### src/rtl/lfsr16.sv
// 16-bit Fibonacci LFSR, taps 16,14,13,11, used as a backpressure source.
module lfsr16 #(
    parameter logic [15:0] SEED = 16'hACE1
) (
    input  logic        clk,
    input  logic        rst_n,
    input  logic        en,
    output logic [15:0] state
);

    logic [15:0] state_q;
    logic [15:0] state_d;
    logic        fb;

    // Shift left, feeding back the XOR of the tap bits
    always_comb begin
        fb      = state_q[15] ^ state_q[13] ^ state_q[12] ^ state_q[10];
        state_d = state_q;
        if (en) begin
            state_d = {state_q[14:0], fb};
        end
    end

    // State register, seeded on reset
    always_ff @(posedge clk or negedge rst_n) begin
        if (!rst_n) begin
            state_q <= SEED;
        end else begin
            state_q <= state_d;
        end
    end

    assign state = state_q;

endmodule

### config.mk
export PLATFORM = sky130hd
export DESIGN_NAME = lfsr16
export DESIGN_NICKNAME = d
export VERILOG_FILES = /design/src/rtl/lfsr16.sv
export SDC_FILE = /design/constraint.sdc
export NUM_CORES = 1
export LEC_CHECK = 0
export ABC_AREA = 1
export BUFFER_PORTS_ARGS = -buffer_cell sky130_fd_sc_hd__buf_2
export CAP_MARGIN = 25
export CELL_PAD_IN_SITES_DETAIL_PLACEMENT = 0
export CELL_PAD_IN_SITES_GLOBAL_PLACEMENT = 1
export CORE_MARGIN = 8
export CORE_UTILIZATION = 37
export CTS_CLUSTER_DIAMETER = 80
export CTS_CLUSTER_SIZE = 16
export DETAILED_ROUTE_END_ITERATION = 6
export GPL_ROUTABILITY_DRIVEN = 1
export PLACE_DENSITY = 0.73
export RECOVER_POWER = 100
export SETUP_SLACK_MARGIN = 0.15
export SYNTH_ARGS = -nofsm -noshare
export SYNTH_HDL_FRONTEND = slang
export SYNTH_SLANG_ARGS = --single-unit
### constraint.sdc
create_clock -name clk -period 1.1 [get_ports clk]
set_clock_uncertainty 0.1 [all_clocks]
set_input_delay 0.11 -clock clk [delete_from_list [all_inputs] [get_ports clk]]
set_output_delay 0.11 -clock clk [all_outputs]
set_load 0.01 [all_outputs]
# == Word level (Yosys, flattened, before mapping) ==
# Index checks and enable logic that the tools add are counted.
# op_classes
eq_ne,0
div_mod_pow,0
bitwise,3
mul,0
shift,0
reduce_logical,0
mux,0
magnitude_cmp,0
add_sub_neg,0
# op_table
operator,count
1-bit bitwise XOR,3
# word_totals
register_bits,16
memories,0
out_inout_bits,16
latchBits,0
mem_bits_rw,0
mem_bits_ro,0
input_bits,3

# == Logic depth before layout (Yosys ltp) ==
# depth
depth_word,3
mapped_depth,6

# == Worst setup path after synthesis ==
# No wires, ideal clock.
# synth_path
kind,register to register
from,register state_q[10] (netlist: state[10])
to,register state_q[0] (netlist: state[0])
path_buffers,0
arrival_ns,0.890
setup_slack_ns,0.050
setup_time_ns,0.060
path_stages_with_launch,7
period_less_slack_ns,1.050
path_cell_list,dfstp_2 -> inv_1 -> nand2_1 -> nand2_1 -> nand2_1 -> nand3_1 -> nand2_1
# synth_via
elab_chain_cells,1
# synth_rtl
item,line_no,source
from (decl),11,logic [15:0] state_q;
from (signal assigned),29,state_q <= state_d;
1-bit bitwise XOR,17,fb = state_q[15] ^ state_q[13] ^ state_q[12] ^ state_q[10];
# No other way between the ends.
# A chain may end at the register's enable or synchronous reset.

# == Final worst setup path ==
# layout_path
from,register state_q[10] (netlist: state[10])
to,output port state[10]
# layout_rtl
item,line_no,source
to (decl),8,output logic [15:0] state
# No word-level cell between the ends.

==> results by group <==
GRT
  – Vias in the first global route: 601
  – GRT Overall Usage: 9.465%
  – Global route overflow: 0
  – Global-route wire length before repair: 2.546 mm
  – Largest net degree at the start of global routing: 17
  – Antenna violations before repair: 0

Route
  – DR DRC count: 0
  – Starting DRT DRC Count: 6
  – Vias per cell: 4.314
  – Via count: 604
  – Pre-Repair DR Iteration Count: 4
  – Routed wire per std cell: 11.19 µm
  – Final ANT Viol Nets: 0
  – Routed Wire Length: 1.567 mm

Yosys
  – Post-Syn Instances: 76
  – Register bit total from synthesis: 16
  – Yosys warning total: 0
  – Post-synthesis area per instance: 9.400 µm²
  – Mapped Nets: 79
  – Seq/Total Area, Yosys: 57.44%
  – Synth cell types: 13
  – Synth Cell Area: 714.4 µm²

STA
  – Fin. max-slew vios: 0
  – Hold Fails Final Rpt: 0
  – Slew headroom: 74.16%
  – RSZ-0062 raised after global routing: yes
  – Setup tns final: -0.5290 ns
  – Slew @ Worst Pin: 0.3875 ns
  – Max frequency: 850.4 MHz
  – Min Tclk post-route: 1.176 ns
  – Fin Hold WS: 0.02678 ns
  – Endpoints failing setup: 9
  – Final worst slack: -0.07594 ns
  – Crit share post-route: 106.9%

Run status
  – Failing checks: negative setup slack
  – Status: finished, violations left

Die
  – Die area: 3593 µm²
  – Total I/O pin count: 19
  – Row cnt: 16
  – Core area: 1882 µm²
  – Initial Util: 37.97%
  – Die Span Y: 59.94 µm
  – Die Width: 59.94 µm

Critical path
  – Slowest-stage cell, CP: dfstp_2
  – Critical path data arrival time: 0.97 ns
  – Crit path cell chain: buf_6
  – Worst R2R Setup Slack: -0.04 ns
  – Worst-path maximum fanout: 3
  – RR Startpoint: state[15]$_DFFE_PN1P_
  – Worst path required time: 0.89 ns
  – Reg2Reg Capture Point: state[0]$_DFFE_PN1P_
  – Critical path capture point type: primary output
  – Crit Path Category: flip-flop to primary output
  – R2R cell count: 7
  – Worst Path Buf+Inv: 1
  – CP startpoint kind: flip-flop
  – CP max stage delay: 0.57 ns
  – Crit-path leading delay family: flip-flops

Placed design
  – PortBufs: 18
  – Post-DP HPWL: 944.1 µm
  – Placer congestion estimate: 0.7361
  – Placed cell area: 810.8 µm²

Pwr
  – Register share of total power: 41.6%
  – Sw Ratio: 31.52%
  – Internal Power: 1.380 mW
  – Total power: 2.015 mW
  – Psw: 0.6350 mW
  – Clock power frac: 19.7%
  – Comb pwr share: 38.7%
  – Leak pwr: 0.5541 nW
  – PD cells: 1844 nW/µm²
  – Max VDD drop: 0.9616 mV

Clock network
  – CTS Buf Count: 3
  – Clock tree sinks: 16
  – Clock Tree Buf Depth: 2
  – CTS HTree Levels: 1
  – Worst-Skew Late Latency: 0.29 ns
  – Register clock-pin slew on the reported worst setup and hold paths: 0.10 ns
  – Clock root buffer: clkbuf_4
  – CTS tree: yes

Min path
  – Hold Startpoint: en
  – Hold depth: 3
  – Worst min path class: input pin to flip-flop
  – WHS Endpoint: state[6]$_DFFE_PN1P_

Layout
  – Nets: 117
  – # diodes: 0
  – Max FFs per register: 16
  – Most common cell after layout, fill and taps aside: nand2_1
  – Commonest non-fill, non-tap cells in the layout: 23 x nand2_1, 16 x buf_6, 9 x o21ai_2, 9 x buf_2, 9 x buf_4
  – Layout Utilization: 58.05%
  – Fraction of layout cells with a size suffix above 1: 61.95%
  – Design area: 1092 µm²
  – Area grow syn2layout: 52.89%

Flow run
  – MaxCap Viol Count: 0
[cell families after synthesis]
kind of cell	synth area share, %
compound gates	12.43
buf+inv	11.91
flops	57.44
simple gates	18.21
[layer usage]
layer  up-vias  track usage (%)  share of wire, %
met5         -                0                 0
met4         0            6.122               1.5
met3         4            2.796               3.1
met2        13            14.92                49
met1       282            10.82                47
li1        305                -                 -
[per-stage QoR]
stage                     setup slack, ns  std cells
final                            -0.07594        140
after global routing              -0.1202        140
after CTS                        -0.07868        138
after detailed placement          0.05257        120
after global placement            0.05796        120
after floorplan                   0.07288         76
[synth_stat cells (all sizes together)]
master | count | area, µm²
nor2 | 2 | 7.510
inv | 10 | 42.54
buf | 3 | 42.54
dfstp | 8 | 210.2
dfrtp | 8 | 200.2
o21ai | 14 | 88.83
nand3 | 1 | 5.000
nand2 | 30 | 117.6
[area by class of cell]
| cell class | count | area, µm² |
|---|---|---|
| flip-flops and latches | 16 | 410.4 |
| clock buffers | 4 | 36.28 |
| fillers | 177 | 789.5 |
| multi-input cells | 47 | 261.5 |
| well taps | 27 | 33.78 |
| inverters | 10 | 42.54 |
| repair buffers | 36 | 307.8 |
[timing repair]
item	4_1_cts	5_1_grt
hold buffers	1	0
hold endpoints to repair	16	0
gates resized for setup	11	27
pin swaps	1	6
setup buffers	13	2
endpoints found under the setup margin	17	28
[power by group through the flow]
stage / sequential, mW / clock (mW) / combinational, mW
after floorplan: 0.907 / 0 / 0.206
after global placement: 0.850 / 0 / 0.433
after detailed placement: 0.852 / 0 / 0.431
after CTS: 0.827 / 0.401 / 0.668
after global routing: 0.855 / 0.433 / 0.861
final: 0.839 / 0.396 / 0.780
[how the worst max path moves through the flow]
stage                          startpoint                   end  cells past startpoint  slack (ns)
floorplan           state[10]$_DFFE_PN1P_  state[0]$_DFFE_PN1P_                      6        0.07
finish              state[10]$_DFFE_PN1P_             state[10]                      1       -0.08
global route        state[13]$_DFFE_PN1P_  state[0]$_DFFE_PN1P_                      7       -0.12
CTS                 state[10]$_DFFE_PN1P_             state[10]                      1       -0.08
detailed placement  state[10]$_DFFE_PN1P_  state[0]$_DFFE_PN1P_                      6        0.05
global placement    state[10]$_DFFE_PN1P_  state[0]$_DFFE_PN1P_                      6        0.06
Note: power is estimated with default switching activity, not from simulation.
